==> config.mk <==
export PLATFORM = sky130hd
export DESIGN_NAME = mem_port_arbiter
export DESIGN_NICKNAME = d
export VERILOG_FILES = /design/src/rtl/mem_port_arbiter.sv
export SDC_FILE = /design/constraint.sdc
export NUM_CORES = 1
export LEC_CHECK = 0
export ABC_AREA = 1
export BUFFER_PORTS_ARGS = -buffer_cell sky130_fd_sc_hd__buf_2
export CORE_MARGIN = 3
export CORE_UTILIZATION = 43
export CTS_CLUSTER_DIAMETER = 30
export DETAILED_ROUTE_END_ITERATION = 16
export GPL_ROUTABILITY_DRIVEN = 0
export PLACE_DENSITY_LB_ADDON = 0.05
export SETUP_SLACK_MARGIN = 0.2
export SYNTH_ARGS = -nofsm -noshare
export SYNTH_HDL_FRONTEND = slang
export SYNTH_SLANG_ARGS = --single-unit
==> constraint.sdc <==
create_clock -name clk1 -period 11.09 [get_ports clk1]
set_clock_uncertainty 0.1 [all_clocks]
set_input_delay 1.109 -clock clk1 [delete_from_list [all_inputs] [get_ports clk1]]
set_output_delay 1.109 -clock clk1 [all_outputs]
set_load 0.02 [all_outputs]
==> src/rtl/mem_port_arbiter.sv <==
// mem_port_arbiter: fetch/data arbiter and single-access sequencer for shared memory.
// Define MEM_ARB_RR_EN for round-robin arbitration instead of D priority + starvation guard.
module mem_port_arbiter #(
  parameter int AW         = 10,
  parameter int DW         = 32,
  parameter int MEM_LAT    = 1,
  parameter int STARVE_MAX = 4
) (
  input  logic          clk1,
  input  logic          rst,
  input  logic          f_req,
  input  logic [AW-1:0] f_addr,
  output logic          f_ack,
  output logic [DW-1:0] f_rdata,
  input  logic          d_req,
  input  logic          d_we,
  input  logic [AW-1:0] d_addr,
  input  logic [DW-1:0] d_wdata,
  output logic          d_ack,
  output logic [DW-1:0] d_rdata,
  output logic          mem_en,
  output logic          mem_we,
  output logic [AW-1:0] mem_addr,
  output logic [DW-1:0] mem_wdata,
  input  logic [DW-1:0] mem_rdata,
  output logic          busy
);

  typedef enum logic [1:0] {
    S_IDLE,
    S_ISSUE,
    S_WAIT,
    S_DONE
  } state_t;

  localparam int LW = $clog2(MEM_LAT + 1);

  state_t        r_state;
  logic          r_own_d;
  logic          r_we;
  logic [LW-1:0] r_lat;
  logic          w_any;
  logic          w_pick_d;

  assign w_any = f_req | d_req;

`ifdef MEM_ARB_RR_EN
  // r_last_d: 1 when D held the most recent grant
  logic r_last_d;

  always_comb begin
    w_pick_d = d_req & (~f_req | ~r_last_d);
  end
`else
  localparam int SW = $clog2(STARVE_MAX + 1);

  logic [SW-1:0] r_starve;

  always_comb begin
    w_pick_d = d_req &
      (~f_req | (r_starve != SW'(STARVE_MAX)));
  end
`endif

  always_ff @(posedge clk1 or posedge rst) begin
    if (rst) begin
      r_state   <= S_IDLE;
      r_own_d   <= 1'b0;
      r_we      <= 1'b0;
      r_lat     <= '0;
      f_ack     <= 1'b0;
      d_ack     <= 1'b0;
      f_rdata   <= '0;
      d_rdata   <= '0;
      mem_en    <= 1'b0;
      mem_we    <= 1'b0;
      mem_addr  <= '0;
      mem_wdata <= '0;
      busy      <= 1'b0;
`ifdef MEM_ARB_RR_EN
      r_last_d  <= 1'b0;
`else
      r_starve  <= '0;
`endif
    end else begin
      unique case (r_state)
        S_IDLE: begin
          if (w_any) begin
            r_own_d   <= w_pick_d;
            r_we      <= w_pick_d & d_we;
            mem_we    <= w_pick_d & d_we;
            mem_addr  <= w_pick_d ? d_addr : f_addr;
            mem_wdata <= w_pick_d ? d_wdata : '0;
            mem_en    <= 1'b1;
            busy      <= 1'b1;
            r_state   <= S_ISSUE;
`ifdef MEM_ARB_RR_EN
            r_last_d  <= w_pick_d;
`endif
          end
`ifndef MEM_ARB_RR_EN
          // counts D wins only while F is left waiting
          if (!f_req || !w_pick_d) begin
            r_starve <= '0;
          end else if (r_starve != SW'(STARVE_MAX)) begin
            r_starve <= r_starve + 1'b1;
          end
`endif
        end
        S_ISSUE: begin
          mem_en  <= 1'b0;
          mem_we  <= 1'b0;
          r_lat   <= LW'(MEM_LAT);
          r_state <= S_WAIT;
        end
        S_WAIT: begin
          if (r_lat == LW'(1)) begin
            if (r_own_d) begin
              d_rdata <= r_we ? '0 : mem_rdata;
              d_ack   <= 1'b1;
            end else begin
              f_rdata <= mem_rdata;
              f_ack   <= 1'b1;
            end
            r_state <= S_DONE;
          end else begin
            r_lat <= r_lat - 1'b1;
          end
        end
        S_DONE: begin
          f_ack   <= 1'b0;
          d_ack   <= 1'b0;
          busy    <= 1'b0;
          r_state <= S_IDLE;
        end
        default: begin
          r_state <= S_IDLE;
        end
      endcase
    end
  end

endmodule

# Yosys cells after proc, flatten, opt, wreduce, memory -nomap -nowiden
# Index checks and enable logic that the tools add are counted.
# totals
word_cells	69
inputBits	89
latch_bits	0
regBits	119
ram_bits	0
romBits	0
mem_count	0
# classes
eq_ne	8
reduce_logical	18
div_mod_pow	0
n_mux	21
bitwise_logic	6
magnitude_cmp	0
add_sub_neg	2
n_shift	0
multipliers	0
# ops
op	count
32-bit two-way mux	2
1-bit case mux with 2 select lines	6
3-bit AND reduction	4
10-bit two-way mux	1
2-bit AND reduction	5
2-bit nonzero test	5
2-bit != test (second input constant)	4
2-bit case mux with 4 select lines	1
1-bit two-way mux	7
3-bit two-way mux	2
2-bit == test (second input constant)	2
2-bit two-way mux	2
3-bit by 1-bit adder with 3-bit output (second input constant)	1
3-bit != test (second input constant)	1
1-bit AND	2
2-bit by 1-bit == test with 1-bit output (second input constant)	1
1-bit zero test	2
2-bit zero test	1
1-bit inverter	2
1-bit OR	2
1-bit logical OR	1
1-bit subtractor (second input constant)	1

# Logic depth before layout (Yosys ltp)
# Gate-level depths: netlist of run 1.
# depth
depth_word	7
mapped_depth	8
mapped_depth_nobuf	7

# Worst setup path before layout of run 1
# Ideal clock, no wire load.
# synth_path
path_kind	input port to flip-flop
from	in f_req
to	reg mem_addr[0]
cell_stages	5
t_required_ns	10.872
arrival_ns	1.711
setup_slack_ns	9.161
path_cell_list	nand3_1 > clkbuf_1 > nand3_1 > nand3_1 > nand2_1
# synth_between
elab_chain_len	4
# synth_lines
element	line	source
start, declared	11	input logic f_req,
1-bit inverter	61	(~f_req | (r_starve != SW'(STARVE_MAX)));
1-bit OR	61	
1-bit AND	60	w_pick_d = d_req &
10-bit two-way mux	92	mem_addr <= w_pick_d ? d_addr : f_addr;
end signal, assigned	92	
end, declared	23	output logic [AW-1:0] mem_addr,
# Several ways; a longest one is shown, not always the timed one.
# A chain may end at the register's enable or synchronous reset.

# Worst setup path in the final report of run 1
# layout_path
from	in f_req
to	reg mem_wdata[4]
# layout_between
elab_chain_len	4
# layout_lines
element	line	source
1-bit inverter	61	
1-bit OR	61	
1-bit AND	60	
32-bit two-way mux	93	mem_wdata <= w_pick_d ? d_wdata : '0;
end signal, assigned	93	
end, declared	24	output logic [DW-1:0] mem_wdata,
# Several ways; a longest one is shown, not always the timed one.

==> flow_metrics.py, run 1 <==
metrics = {
    "cells_and_area": {
        "nFillCells": 1020,
        "nets": 828,
        "syn_to_final_growth_pct": 33.0,
        "drive_gt1_share_pct": 33.6,
        "n_antenna_cell": 0,
    },
    "route": {
        "via_count": 4098,
        "drtPass1Iterations": 4,
        "viasPerCell": 4.63,
        "ant_nets": 0,
        "wl_per_cell_um": 13.5,
        "wirelength_mm": 11.9,
        "drt-initial-drc-count": 313,
        "drcViolationCount": 0,
    },
    "outcome": {
        "outcome": "completed",
    },
    "sta": {
        "slew_headroom_pct": 36.9,
        "drv_slew": 0,
        "worst_pin_slew_ns": 0.946,
        "fmax_mhz": 390,
        "rsz0062_at_grt": "no",
        "fin_hold_ws_ns": 0.373,
        "min_period_ns": 2.56,
        "fin_crit_sh_pct": 23.1,
        "finalSetupViolations": 0,
        "finalHoldViolations": 0,
        "fin_tns_setup_ns": 0,
    },
    "synth": {
        "syn_nets": 635,
        "netlist_area_sq_mm": 0.00500,
        "synth_most_common_cell": "nand2_1",
        "syn_inst": 539,
        "ys_ff_latch": 119,
        "yosys_warnings": 0,
        "synth.avg_cell_area_sq_um": 9.28,
        "synthFlopType": "dfrtp_1",
        "synth.top_cells.by_count": "nand2_1, dfrtp_1, inv_1",
        "ys_seq_area_share_pct": 59.5,
        "yosys.area.top_type": "dfrtp_1",
        "synth_cell_types": 25,
        "synth_edf_count": 0,
        "synthTopCellsByArea": "dfrtp_1, nand2_1, inv_1, o31ai_1, nand3_1",
        "synth_top_area_share_pct": 59.5,
        "async_flop_share_pct": 100,
    },
    "job": {
        "max-cap-violations": 0,
    },
    "worst_hold_path": {
        "whs_path_depth": 2,
        "hp-start": "mem_wdata[2]$_DFFE_PP0P_",
        "hold_end": "mem_wdata[2]$_DFFE_PP0P_",
        "hold_class": "reg2reg",
    },
    "clock_network": {
        "cts_inserted_buffers": 17,
        "cts_max_level": 4,
        "cts_resized": 0,
        "cts_tree": "done",
        "postCtsSetupBuffers": 0,
        "postCtsHoldBufs": 0,
        "path_clk_slew_ns": 0.05,
        "clock_latency_ns": 0.40,
        "clockBufferDepth": 2,
        "cts.sinks": 119,
        "cts-root-buf": "clkbuf_16",
    },
    "placement": {
        "place.port_buffers": 199,
        "place_hpwl_mm": 8.35,
    },
    "floorplan": {
        "core_area_sq_mm": 0.0111,
        "dieArea_sq_mm": 0.0130,
        "num_rows": 38,
        "io_pins": 200,
        "die_y_um": 114,
        "die_w_um": 114,
        "initial_core_util_pct": 45.0,
    },
    "power": {
        "powerDensity_mw_per_mm2": 332,
        "vdd_drop_max_v": 0.000196,
        "power_switching_mw": 0.875,
        "seq_power_share_pct": 33.9,
        "combPwrFrac_pct": 39.1,
        "total_power_mw": 2.21,
        "intPower_mw": 1.33,
        "power.share.switching_pct": 39.6,
        "pwr-share-clk_pct": 27.1,
        "p_leak_nw": 3.83,
    },
    "worst_setup_path": {
        "path_common_cell": "nand2_1",
        "r2r_slack_ns": 8.73,
        "worstPathArrival_ns": 2.79,
        "crit_type": "in2reg",
        "end_kind": "register",
        "worstSetupStartpointType": "input port",
        "cp_cell_sequence": "buf_2 -> nand3_1 -> nand2_1 -> nor2_4 -> nand2_1 -> nand2_1",
        "r2r_start": "r_starve[0]$_DFFE_PP0P_",
        "r2r_cells": 7,
        "cp_slowest_stage_delay_ns": 0.64,
        "worstPathRequired_ns": 11.31,
        "slowest_stage": "nor2_4",
        "crit_path_max_fanout": 32,
        "r2r_end": "mem_wdata[4]$_DFFE_PP0P_",
    },
    "global_routing": {
        "use_met1_pct": 25.6,
        "grt_pass1_vias": 4172,
        "track_usage_pct": 19.3,
        "met3_usage_pct": 5.89,
        "antenna_found_initial": 0,
        "grt_overflow": 0,
        "grt_pass1_wl_mm": 20.1,
        "met2_usage_pct": 30.9,
        "busiest_layer": "met2",
        "grt_max_degree": 78,
    },
}
==> flip-flops by register name, summed over array words and instances (netlist names), 2 cells and up <==
| register | count |
|---|---|
| mem_wdata | 32 |
| mem_addr | 10 |
| r_state | 2 |
| d_rdata | 32 |
| r_starve | 3 |
| f_rdata | 32 |
==> critical path, delay by kind of cell <==
family        cells  cell delay, ns
simple gates      5            1.55
buf+inv           1            0.12
==> power groups by stage <==
stage	sequential (mW)	clock, mW	combinational [mW]
after global placement	0.748	0	0.862
after CTS	0.752	0.609	0.879
final	0.748	0.598	0.863
after floorplan	0.964	0	0.389
after global routing	0.775	0.635	0.965
after detailed placement	0.754	0	0.878
==> kinds of logic (layout without fill, tap and decap cells) <==
family / count (synthesis) / count (layout) / synth area share, %
and+or+nand+nor: 244 / 244 / 19.4
DFF: 119 / 119 / 59.5
buffers and inverters: 94 / 300 / 9.00
AOI/OAI and AO/OA: 74 / 74 / 10.1
adders and majority gates: 7 / 7 / 1.75
xor gates and xnor gates: 1 / 1 / 0.175
==> worst max-delay path by stage <==
stage / start / end
global route: f_req / mem_wdata[24]$_DFFE_PP0P_
floorplan: rst / busy$_DFFE_PP0P_
global placement: f_req / mem_wdata[8]$_DFFE_PP0P_
CTS: f_req / mem_wdata[24]$_DFFE_PP0P_
finish: f_req / mem_wdata[4]$_DFFE_PP0P_
detailed placement: f_req / mem_wdata[19]$_DFFE_PP0P_
==> routing by layer <==
layer	part of all wire [%]	vias to the layer above	wire [um]
li1	-	2082	-
met1	44	1883	5280
met2	48	127	5740
met3	7.0	6	830
met4	0.54	0	64
met5	0	-	0
==> placed cells by master (no fill, tap or decap), drive strengths merged <==
| cell | synthesis | routed |
|---|---|---|
| a21oi | 1 | 1 |
| buf | 20 | 204 |
| bufinv | 0 | 5 |
| clkbuf | 10 | 24 |
| clkinv | 0 | 2 |
| clkinvlp | 0 | 1 |
| dfrtp | 119 | 119 |
| ha | 7 | 7 |
| inv | 64 | 64 |
| nand2 | 208 | 208 |
| nand3 | 30 | 30 |
| nand3b | 1 | 1 |
| nor2 | 4 | 4 |
| o21ai | 39 | 39 |
| o21bai | 1 | 1 |
| o22ai | 1 | 1 |
| o31ai | 32 | 32 |
| or2 | 1 | 1 |
| xor2 | 1 | 1 |
==> layout make-up <==
class	count	area, sq um	area share [%]
Clock inverter	8	168	2.52
Clock buffer	24	482	7.24
Multi-Input combinational cell	326	1580	23.7
Timing Repair Buffer	204	1030	15.5
Sequential cell	119	2980	44.7
Tap cell	140	175	2.63
Inverter	64	243	3.65
==> stage by stage <==
| step | worst slack (ns) | cell area, sq um | instances | utilization [%] |
|---|---|---|---|---|
| 3_3_place_gp | 8.20 | 6010 | 853 | 54.0 |
| 6_report | 8.53 | 6660 | 885 | 59.8 |
| 3_5_place_dp | 8.12 | 6010 | 853 | 54.0 |
| 4_1_cts | 8.54 | 6660 | 885 | 59.8 |
| 5_1_grt | 8.31 | 6660 | 885 | 59.8 |
| 2_1_floorplan | 6.72 | 5000 | 539 | - |
Note: power is estimated with default switching activity, not from simulation.
==> run 2: changes to the inputs <==
- ABC_AREA: 1 -> 0
- clock period: 11.09 -> 2.2 ns (I/O delays scaled with it)
==> run 2 against run 1 <==
  * Global-route usage increased by 2.5 points
  * Routed wire length increased by 15%
  * Setup slack got worse by 8.2 ns
  * Flip-flop and latch count unchanged
  * Largest power group unchanged
  * Clock power increased to 5.3 times the previous value
==> flow_metrics.py, run 2 <==
metrics = {
    "worst_setup_path": {
        "r2r_start": "r_state[0]$_DFFE_PP0P_",
        "worstPathArrival_ns": 1.99,
        "cp_cell_sequence": "inv_1 -> ha_2 -> nand3_2 -> buf_12 -> nand2_1 -> o21ai_0",
        "worstSetupStartpointType": "register",
        "cp_slowest_stage_delay_ns": 0.41,
        "r2r_cells": 6,
        "end_kind": "register",
        "r2r_end": "d_rdata[29]$_DFFE_PP0P_",
        "critPathTopFamily": "flip-flops",
        "slowest_stage": "dfrtp_1",
        "r2r_slack_ns": 0.37,
        "worstPathRequired_ns": 2.35,
        "crit_path_max_fanout": 58,
        "cp_num_buf_inv": 2,
        "crit_type": "reg2reg",
    },
    "synth": {
        "synthFlopType": "dfrtp_1",
        "synth.avg_cell_area_sq_um": 12.0,
        "yosys_warnings": 0,
        "netlist_area_sq_mm": 0.00489,
        "ys_seq_area_share_pct": 60.9,
        "syn_nets": 502,
        "synth_edf_count": 0,
        "ys_ff_latch": 119,
        "synthTopCellsByArea": "dfrtp_1, mux2_2, a22o_1, nand2_1, nand2b_1",
        "synth_cell_types": 33,
        "synth_top_area_share_pct": 60.9,
        "synth_most_common_cell": "dfrtp_1",
        "async_flop_share_pct": 100,
        "synth.top_cells.by_count": "dfrtp_1, nand2_1, o21ai_0",
        "syn_inst": 406,
        "yosys.area.top_type": "dfrtp_1",
    },
    "floorplan": {
        "initial_core_util_pct": 44.5,
        "die_w_um": 113,
        "core_area_sq_mm": 0.0110,
        "dieArea_sq_mm": 0.0127,
        "io_pins": 200,
        "num_rows": 38,
        "die_y_um": 113,
    },
    "sta": {
        "rsz0062_at_grt": "no",
        "drv_slew": 0,
        "fin_tns_setup_ns": 0,
        "fin_crit_sh_pct": 83.4,
        "finalHoldViolations": 0,
        "fmax_mhz": 545,
        "worst_pin_slew_ns": 0.641,
        "finalSetupViolations": 0,
        "min_period_ns": 1.83,
        "fin_hold_ws_ns": 0.0216,
        "slew_headroom_pct": 57.3,
    },
    "global_routing": {
        "grt_pass1_wl_mm": 22.4,
        "track_usage_pct": 21.8,
        "grt_pass1_vias": 4448,
        "grt_max_degree": 120,
        "grt_overflow": 0,
        "antenna_found_initial": 0,
    },
    "power": {
        "p_leak_nw": 3.69,
        "powerDensity_mw_per_mm2": 1570,
        "vdd_drop_max_v": 0.000847,
        "total_power_mw": 11.7,
    },
    "route": {
        "drcViolationCount": 0,
        "wl_met1_mm": 5.92,
        "wirelength_mm": 13.7,
        "routed-wl-met3_um": 650,
        "viasPerCell": 5.03,
        "ant_nets": 0,
        "wl_per_cell_um": 16.4,
        "via_count": 4196,
        "drtPass1Iterations": 4,
        "top_layer_used": "met4",
        "met2_length_mm": 6.86,
        "drt-initial-drc-count": 251,
    },
    "clock_network": {
        "cts_inserted_buffers": 17,
        "clock_latency_ns": 0.40,
        "cts-root-buf": "clkbuf_16",
        "path_clk_slew_ns": 0.06,
        "clockBufferDepth": 2,
        "cts_tree": "done",
        "cts.sinks": 119,
        "cts_max_level": 4,
    },
    "worst_hold_path": {
        "hp-start": "d_addr[0]",
        "whs_path_depth": 3,
        "hold_end": "mem_addr[0]$_DFFE_PP0P_",
        "hold_class": "in2reg",
    },
    "cells_and_area": {
        "final_core_util_pct": 68.0,
        "drive_gt1_share_pct": 39.5,
        "final_cell_mix": "buf_2, dfrtp_1, dlygate4sd3_1",
        "syn_to_final_growth_pct": 52.7,
        "final_area_sq_mm": 0.00746,
        "final_common_cell": "buf_2",
        "top_regs": "d_rdata: 32 flops, f_rdata: 32 flops, mem_wdata: 32 flops",
        "n_antenna_cell": 0,
        "nets": 777,
    },
    "outcome": {
        "outcome": "completed",
    },
    "placement": {
        "placed_cell_area_sq_mm": 0.00597,
        "place.port_buffers": 199,
        "place_hpwl_mm": 8.27,
    },
    "job": {
        "max-cap-violations": 0,
    },
}
## run 2: cell type report
type                       count  area (sq um)
timing repair buffer         285          1870
inverter                       7          30.0
multi-input combinational    251          1740
fill                         864          3520
tap                          140           175
clock buffer                  18           429
clock inverter                14           246
sequential                   119          2980
## run 2: worst max path at each step
stage	to	start	slack, ns	depth (start not counted)
6_report	d_rdata[29]$_DFFE_PP0P_	r_state[0]$_DFFE_PP0P_	0.37	6
5_1_grt	d_rdata[29]$_DFFE_PP0P_	r_state[0]$_DFFE_PP0P_	0.27	6
4_1_cts	d_rdata[29]$_DFFE_PP0P_	r_state[0]$_DFFE_PP0P_	0.16	5
3_5_place_dp	f_rdata[18]$_DFFE_PP0P_	r_state[0]$_DFFE_PP0P_	0.19	4
3_3_place_gp	f_rdata[18]$_DFFE_PP0P_	r_state[0]$_DFFE_PP0P_	0.24	4
2_1_floorplan	busy$_DFFE_PP0P_	rst	0.42	1
## run 2: tightest hold or removal path, delay by kind of cell
| kind | cells | cell delay (ns) |
|---|---|---|
| AO/OA/AOI/OAI | 1 | 0.09 |
| buffers and inverters | 1 | 0.08 |
| AND/OR/NAND/NOR | 1 | 0.08 |
## run 2: per-stage QoR
| stage | setup slack [ns] | std cells |
|---|---|---|
| floorplan | 0.425 | 406 |
| global placement | 0.236 | 721 |
| detailed placement | 0.186 | 721 |
| CTS | 0.164 | 834 |
| global route | 0.267 | 834 |
| finish | 0.366 | 834 |
## run 2: kinds of logic after synthesis
logic type | count (synthesis) | synth area share (%)
compound gates | 92 | 13.0
fa+ha+maj | 7 | 1.79
buf+inv | 37 | 4.07
flops | 119 | 60.9
mux | 35 | 8.04
simple gates | 116 | 12.2
## run 2: power by group
| group | internal, mW | switching, mW | total (mW) |
|---|---|---|---|
| Sequential | 3.21 | 0.537 | 3.75 |
| Clock | 2.14 | 1.01 | 3.15 |
| Combinational | 1.93 | 2.89 | 4.82 |
## run 2: repair_timing
action / 4_1_cts / 5_1_grt
endpoints found under the hold margin: 224 / 0
resized for setup: 1 / 1
hold buffers: 80 / 0
endpoints found under the setup margin: 32 / 43
setup buffers: 0 / 0
pin swaps: 0 / 0
gates cloned: 1 / 0
## run 2: layer usage
metal / vias to the layer above / GRT usage, %
li1: 1975 / -
met5: - / 0
met3: 22 / 4.42
met1: 2059 / 27.9
met4: 0 / 8.57
met2: 140 / 36.5
